**config.mk**
```make
export PLATFORM = sky130hd
export DESIGN_NAME = anti_theft_fsm
export DESIGN_NICKNAME = d
export VERILOG_FILES = /design/src/rtl/anti_theft_fsm.sv
export SDC_FILE = /design/constraint.sdc
export NUM_CORES = 1
export LEC_CHECK = 0
export ABC_AREA = 1
export CORE_MARGIN = 4
export CORE_UTILIZATION = 49
export CTS_BUF_LIST = sky130_fd_sc_hd__clkbuf_8
export CTS_CLUSTER_DIAMETER = 40
export DETAILED_ROUTE_END_ITERATION = 12
export PLACE_DENSITY_LB_ADDON = 0.25
export SLEW_MARGIN = 25
export SYNTH_ARGS = -nofsm -noshare
export SYNTH_HDL_FRONTEND = slang
export SYNTH_SLANG_ARGS = --single-unit
```
**constraint.sdc**
```tcl
create_clock -name clk -period 1.42 [get_ports clk]
set_input_delay 0.142 -clock clk [delete_from_list [all_inputs] [get_ports clk]]
set_output_delay 0.142 -clock clk [all_outputs]
set_load 0.005 [all_outputs]
```
**src/rtl/anti_theft_fsm.sv**
```systemverilog
// Vehicle anti-theft controller: synchronizes the ignition and door switches,
// sequences arm/trigger/alarm states and drives an external countdown timer.
module anti_theft_fsm #(
  parameter logic [3:0] T_ARM_DELAY       = 4'd6,
  parameter logic [3:0] T_DRIVER_DELAY    = 4'd8,
  parameter logic [3:0] T_PASSENGER_DELAY = 4'd15,
  parameter logic [3:0] T_ALARM_ON        = 4'd10
) (
  input  logic       clk,
  input  logic       rst,
  input  logic       ignition,
  input  logic       driver_door,
  input  logic       passenger_door,
  input  logic       expired,
  input  logic       one_hz_enable,
  output logic       start_timer,
  output logic [3:0] duration,
  output logic       siren,
  output logic       status_led,
  output logic [2:0] state
);

  typedef enum logic [2:0] {
    ARMED       = 3'd0,
    TRIGGERED   = 3'd1,
    SOUND_ALARM = 3'd2,
    ALARM_HOLD  = 3'd3,
    DISARMED    = 3'd4,
    WAIT_CLOSE  = 3'd5,
    ARM_DELAY   = 3'd6
  } state_t;

  state_t     state_q, state_d;
  logic [1:0] ign_sync, drv_sync, pas_sync;
  logic       ign_s, drv_s, pas_s;
  logic [1:0] age_q;
  logic       expired_q;
  logic       start_d;
  logic [3:0] duration_d;
  logic       siren_d;
  logic       led_d;

  // NOTE: sequential state uses non-blocking assignments so every flop samples
  // the pre-edge values; blocking here would collapse the synchronizer chain.
  always_ff @(posedge clk) begin
    if (rst) begin
      ign_sync <= 2'b00;
      drv_sync <= 2'b00;
      pas_sync <= 2'b00;
    end else begin
      ign_sync <= {ign_sync[0], ignition};
      drv_sync <= {drv_sync[0], driver_door};
      pas_sync <= {pas_sync[0], passenger_door};
    end
  end

  assign ign_s = ign_sync[1];
  assign drv_s = drv_sync[1];
  assign pas_s = pas_sync[1];

  // Cycles spent in the current state, saturating at 2: the start_timer cycle
  // and one guard cycle ignore expired, which may still be high from the last run.
  assign expired_q = expired && (age_q == 2'd2);

  // NOTE: every output of this block gets a default before the case so no
  // path leaves a variable unassigned, which would infer a latch.
  always_comb begin
    state_d    = state_q;
    duration_d = duration;
    start_d    = 1'b0;
    unique case (state_q)
      ARMED: begin
        if (ign_s) begin
          state_d = DISARMED;
        end else if (drv_s) begin
          state_d    = TRIGGERED;
          duration_d = T_DRIVER_DELAY;
          start_d    = 1'b1;
        end else if (pas_s) begin
          state_d    = TRIGGERED;
          duration_d = T_PASSENGER_DELAY;
          start_d    = 1'b1;
        end
      end
      TRIGGERED: begin
        if (ign_s)          state_d = DISARMED;
        else if (expired_q) state_d = SOUND_ALARM;
      end
      SOUND_ALARM: begin
        if (ign_s) begin
          state_d = DISARMED;
        end else if (!drv_s && !pas_s) begin
          state_d    = ALARM_HOLD;
          duration_d = T_ALARM_ON;
          start_d    = 1'b1;
        end
      end
      ALARM_HOLD: begin
        if (ign_s)               state_d = DISARMED;
        else if (drv_s || pas_s) state_d = SOUND_ALARM;
        else if (expired_q)      state_d = ARMED;
      end
      DISARMED: begin
        if (!ign_s && drv_s) state_d = WAIT_CLOSE;
      end
      WAIT_CLOSE: begin
        if (ign_s) begin
          state_d = DISARMED;
        end else if (!drv_s && !pas_s) begin
          state_d    = ARM_DELAY;
          duration_d = T_ARM_DELAY;
          start_d    = 1'b1;
        end
      end
      ARM_DELAY: begin
        if (ign_s)               state_d = DISARMED;
        else if (drv_s || pas_s) state_d = WAIT_CLOSE;
        else if (expired_q)      state_d = ARMED;
      end
      default: state_d = ARMED;
    endcase
  end

  // Outputs are registered from the next state so they line up with state.
  always_comb begin
    siren_d = (state_d == SOUND_ALARM) || (state_d == ALARM_HOLD);
    led_d   = 1'b0;
    if (state_d == ARMED) begin
      if (state_q != ARMED) led_d = 1'b0;
      else if (one_hz_enable) led_d = ~status_led;
      else led_d = status_led;
    end else if (state_d == TRIGGERED || state_d == SOUND_ALARM ||
                 state_d == ALARM_HOLD) begin
      led_d = 1'b1;
    end
  end

  always_ff @(posedge clk) begin
    if (rst) begin
      state_q     <= ARMED;
      age_q       <= 2'd0;
      start_timer <= 1'b0;
      duration    <= 4'd0;
      siren       <= 1'b0;
      status_led  <= 1'b0;
    end else begin
      state_q     <= state_d;
      start_timer <= start_d;
      duration    <= duration_d;
      siren       <= siren_d;
      status_led  <= led_d;
      if (state_d != state_q) age_q <= 2'd0;
      else if (age_q != 2'd2) age_q <= age_q + 2'd1;
    end
  end

  assign state = state_q;

endmodule

```
# Word level (Yosys, flattened, before mapping)
# Cells that the tools add are included.
[totals]
out_inout_bits = 10
reg_bits = 18
inputBits = 7
wordCells = 81
[classes]
add_sub_neg = 1
bitwise_logic = 1
mux = 34
n_eq_ne = 19
reduce_logical = 17
[ops]
columns = ["cell", "count"]
rows = [
  ["3-bit 2-to-1 mux", 15],
  ["4-bit 2-to-1 mux", 7],
  ["3-bit case mux with 7 select lines", 1],
  ["3-bit by 2-bit equality test with 1-bit output, second input constant", 4],
  ["2-bit != test, second input constant", 6],
  ["4-bit case mux with 3 select lines", 1],
  ["3-bit equality test, second input constant", 3],
  ["1-bit 2-to-1 mux", 9],
  ["7-bit AND reduction", 1],
  ["3-bit by 1-bit equality test with 1-bit output, second input constant", 2],
  ["3-bit zero test", 2],
  ["3-bit nonzero test", 2],
  ["1-bit logical OR", 4],
  ["2-bit OR reduction", 2],
  ["1-bit logical AND", 3],
  ["1-bit zero test", 3],
  ["3-bit by 2-bit != test with 1-bit output, second input constant", 1],
  ["3-bit != test", 1],
  ["3-bit != test, second input constant", 1],
  ["2-bit by 1-bit adder with 2-bit output, second input constant", 1],
  ["2-bit equality test, second input constant", 1],
  ["1-bit case mux with 2 select lines", 1],
  ["1-bit inverter", 1],
]

# Logic depth before layout (Yosys ltp)
[depth]
depth_word = 11
mapped_depth = 11
ltp_nobuf = 11

# Worst setup path before layout
# No wires, ideal clock.
[synth_path]
path_type = "register to register"
start = "register age_q[0]"
end = "register age_q[0]"
path_slack_ns = 0.106
t_required_ns = 1.356
path_stages_with_launch = 12
arrival_time_ns = 1.250
synth_period_minus_slack_ns = 1.314
n_path_buf = 0
setup_time_ns = 0.064
cell_sequence = "dfxtp_1 inv_1 ha_1 nand2_1 nor2_1 nor2_2 nand3_2 nand2_1 inv_1 nor2_1 nand2_1 nor2_1"
[synth_between]
elab_chain_cells = 8
word_cells_on_any_way = 14
cone_classes = "add/sub: 1; eq/ne: 3; mux: 8; reduce/logical: 2"
[synth_rtl]
columns = ["element", "line", "source"]
rows = [
  ["start, declared", "36", "logic [1:0] age_q;"],
  ["start signal, assigned", "153", "else if (age_q != 2'd2) age_q <= age_q + 2'd1;"],
  ["2-bit equality test", "63", "assign expired_q = expired && (age_q == 2'd2);"],
  ["1-bit logical AND", "63", ""],
  ["3-bit 2-to-1 mux", "101, 118", ""],
  ["3-bit 2-to-1 mux, on equally long branches", "117, 100", ""],
  ["3-bit 2-to-1 mux, on equally long branches", "116, 99", ""],
  ["3-bit case mux with 7 select lines", "71", "unique case (state_q)"],
  ["3-bit != test", "152", "if (state_d != state_q) age_q <= 2'd0;"],
  ["2-bit OR reduction (no line)", "-", ""],
]
# Parallel ways exist; a longest one is shown, timed or not.
# A chain may end at the register's enable or synchronous reset.

# Worst setup path after layout
[layout_path]
start = "register age_q[1]"
end = "register status_led"
[layout_between]
elab_chain_cells = 11
word_cells_on_any_way = 19
cone_classes = "eq/ne: 5; mux: 10; reduce/logical: 4"
[layout_rtl]
columns = ["element", "line", "source"]
rows = [
  ["2-bit equality test *", "63", ""],
  ["1-bit logical AND *", "63", ""],
  ["3-bit 2-to-1 mux", "101, 118", ""],
  ["3-bit 2-to-1 mux, on equally long branches", "117, 100", ""],
  ["3-bit 2-to-1 mux, on equally long branches", "116, 99", ""],
  ["3-bit case mux with 7 select lines *", "71", ""],
  ["3-bit by 1-bit equality test with 1-bit output / 3-bit by 2-bit equality test with 1-bit output (equally long branches)", "132", "end else if (state_d == TRIGGERED || state_d == SOUND_ALARM ||"],
  ["1-bit logical OR (2 in series)", "132", ""],
  ["1-bit 2-to-1 mux", "132", ""],
  ["1-bit 2-to-1 mux", "128", "if (state_d == ARMED) begin"],
  ["end signal, assigned", "151", "status_led <= led_d;"],
  ["end, declared", "19", "output logic status_led,"],
]
# Mark *: on every way between the ends. The rest lies on a longest branch, timed or not.

==> results by group <==
Outcome
  – Status: complete, no violations

Global routing
  – First-pass GRT wire length: roughly 3700 um
  – Largest net degree at the start of global routing: 11
  – Total global routing overflow: 0
  – GRT Total Usage: 0.1814
  – Vias in the first global route: between 800 and 900
  – Initial antenna violation count: 0

Placed design
  – Buffers added on ports: 16
  – Routability congestion estimate from global placement: between 0.9 and 1
  – Post-Place Setup Slack: -0.01696 ns
  – Post-DP HPWL: approximately 1600 um

CTS
  – CTS Sinks: 18
  – Hold Buf Count CTS: 0
  – Clk slew on worst S/H paths: 0.07 ns
  – Clock latency on the worst-skew pair: 0.25 ns
  – Max Root-Sink Buffers: 2
  – Root buffer cell: clkbuf_8
  – CTS tree: built
  – H-tree levels: 1
  – CTS Buf Count: 3

Setup path
  – Reg-to-Reg Start: age_q[1]
  – Crit-path max cell delay: approximately 0.38 ns
  – Top delay family on crit path: simple AND/OR/NAND/NOR gates
  – CP Data Required Time: around 1.6 ns
  – Reg2reg setup slack: about 0.057 ns
  – RR Endpoint: status_led
  – CP Class: reg -> reg
  – Crit-path max FO: 3
  – Critical path launch point type: flop
  – Element type at the critical path end: flop
  – Crit-path cells: ha_4, nand2_4, nor2_1, nor2_2, nand3_2, buf_4, o31ai_1, inv_2, a21oi_2
  – Buffers & Inverters on Critical Path: 2
  – Slowest-stage cell, CP: dfxtp_1
  – Reg2reg path depth: 9
  – Critical Path AT: ~1.5 ns

Synthesis
  – Synth warn: 0
  – Syn_nets: 145
  – Post-Synth Simple-Gate Area: 0.3805
  – Post-synth cell types: 26
  – Yosys top cell area share: 0.3845
  – Area share of fa/ha/maj cells after synthesis: 0.01335
  – Register bit total from synthesis: 18
  – Asr flop ratio synth: 0
  – Ys flop type: dfxtp_1
  – Combinational family with the most area after synthesis: simple AND/OR/NAND/NOR gates
  – Mux cell area share after synthesis: 0
  – Number of flops mapped to enable cells by yosys: 0
  – Synth area leader: dfxtp_1
  – Seq/Total Area, Yosys: 0.3845
  – Most instantiated cells after synthesis: 27 x nand2_1, 25 x nor2_1, 18 x dfxtp_1
  – Synth top area cells: dfxtp_1 38%, nand2_1 11%, nor2_1 10%, inv_1 6.8%, nand3_1 4.3%
  – Synth Area in Compound Gates: 0.08011
  – Mapped Area: 937.1 sq um
  – Area share of xor/xnor cells in the synthesized design: 0.01869
  – Avg Cell Area, Syn: approximately 6.8 sq um
  – Top-count cell post-synth: nand2_1
  – Synth Instances: between 100 and 150

Min path
  – Worst Hold Endpoint: drv_sync[1]
  – HP Class: reg -> reg
  – Hold Path Depth: 2
  – Hold Startpoint: drv_sync[0]

STA
  – Achievable Freq: 733.8 MHz
  – Setup tns final: 0 ns
  – Final Hold Viols: 0
  – Unrepaired setup endpoints after global routing: true
  – Final setup violation count: 0
  – Slew headroom: 0.8161
  – Fin Clk Skew: about 0.0034 ns
  – Setup ws final: about 0.057 ns
  – Worst-Margin Slew: approximately 0.27 ns
  – Final critical-path share of the clock period: 0.9596
  – Slew Limit Fails: 0
  – Min Tclk post-route: 1.363 ns
  – Hold WS: 0.4021 ns

Detailed routing
  – Routed Antenna Nets: 0
  – Routed wire length: 2174 um
  – Vias: 949
  – 1st-iter DRT viols: 27
  – # DRC: 0
  – DR WL/cell: between 10 and 15 um
  – First-pass detailed-route iteration total: 4
  – Number of vias per cell: 4.943

Power
  – Pwr/cell area: a little under 1000 nW/um^2
  – Max IR drop VDD: between 0.7 and 0.8 mV
  – Leak pwr: about 0.00062 uW

Die
  – Die height: 51.73 um
  – Core ar.: 1764 sq um
  – Die width: 51.73 um
  – Rows: 15
  – Starting Density: 0.5312
  – Io pins: 17
  – Die Footprint: 2676 sq um

Final layout
  – Share of layout cells above drive strength 1: 0.2994
  – Diodes inserted: 0
  – Nets: 176
  – Fillcell total: around 150
  – Area Overhead vs Synth: 39.25%

Run
  – Max_cap viols: 0
## cell families (layout without fill, tap and decap cells)
family	after synthesis	after routing
compound gates	14	14
xor+xnor	2	2
fa+ha+maj	1	1
buf+inv	26	56
flops	18	18
simple gates	76	76
## layer usage
metal / vias to the layer above / part of all wire / track usage
met3: 6 / 0.050 / 0.03438
li1: 485 / - / -
met1: 436 / 0.44 / 0.2328
met4: 0 / 0.017 / 0.05240
met2: 22 / 0.49 / 0.3072
met5: - / 0 / 0
## tightest hold or removal path: stages (launching register included)
cell	delay, ns
dfxtp_1	0.30
inv_1	0.04
nor2_1	0.03
## registers in the layout, summed over array words and instances (netlist names)
register     count
ign_sync         2
status_led       1
age_q            2
drv_sync         2
state            3
pas_sync         2
start_timer      1
duration         4
siren            1
## power breakdown
group          internal [uW]  switching [uW]  leakage, uW  total, uW
combinational            149             135     0.000441        285
clock                    246             165    0.0000288        411
sequential               546            29.6     0.000150        576
## final cells by class
cell class / instances / area, sq um / share of cell area
Tap cell: 25 / 31.28 / 0.02397
Inverter: 22 / 87.58 / 0.06711
Sequential cell: 18 / 366.6 / 0.2809
Clock buffer: 4 / 55.05 / 0.04219
Multi-Input combinational cell: 93 / 499.2 / 0.3826
Timing Repair Buffer: 30 / 265.3 / 0.2033
## worst max path at each step
stage / slack, ns / startpoint / end / depth (start not counted)
after floorplan: 0.11 / age_q[0] / age_q[0] / 11
after global placement: -0.03 / expired / status_led / 8
after detailed placement: -0.02 / expired / status_led / 8
after CTS: 0.007 / age_q[0] / age_q[1] / 11
after global routing: -0.1 / age_q[1] / age_q[1] / 9
final: 0.06 / age_q[1] / status_led / 9
## cell usage in the layout (no fill, tap or decap), types with 2 or more instances in the layout
cell and count:
clkbuf_8 4, nand3_1 7, a21oi_2 2, dfxtp_2 5
nand2_4 2, buf_4 14, a21oi_1 3, inv_1 14
nor2_1 24, nand2_2 6, nand2_1 25, inv_2 6
inv_4 2, clkdlybuf4s50_1 16, nand4_1 3, nor2_2 3
dfxtp_1 13, o21ai_0 6, nand3_2 4
## timing repair
action | 4_1_cts | 5_1_grt
cloned | 0 | 0
buffers inserted | 0 | 3
pin swaps | 0 | 10
gates resized for setup | 4 | 13
setup endpoints to repair | 5 | 5
## stage by stage
step / instances / util / area, sq um / power (uW)
finish: 192 / 0.7397 / 1305 / 1271
global route: 192 / 0.7397 / 1305 / 1346
CTS: 189 / 0.7064 / 1246 / 1250
detailed placement: 185 / 0.6709 / 1184 / 834.5
global placement: 185 / 0.6709 / 1184 / 827.5
floorplan: 137 / - / 937.1 / 721.1
Note: power is estimated with default switching activity, not from simulation.
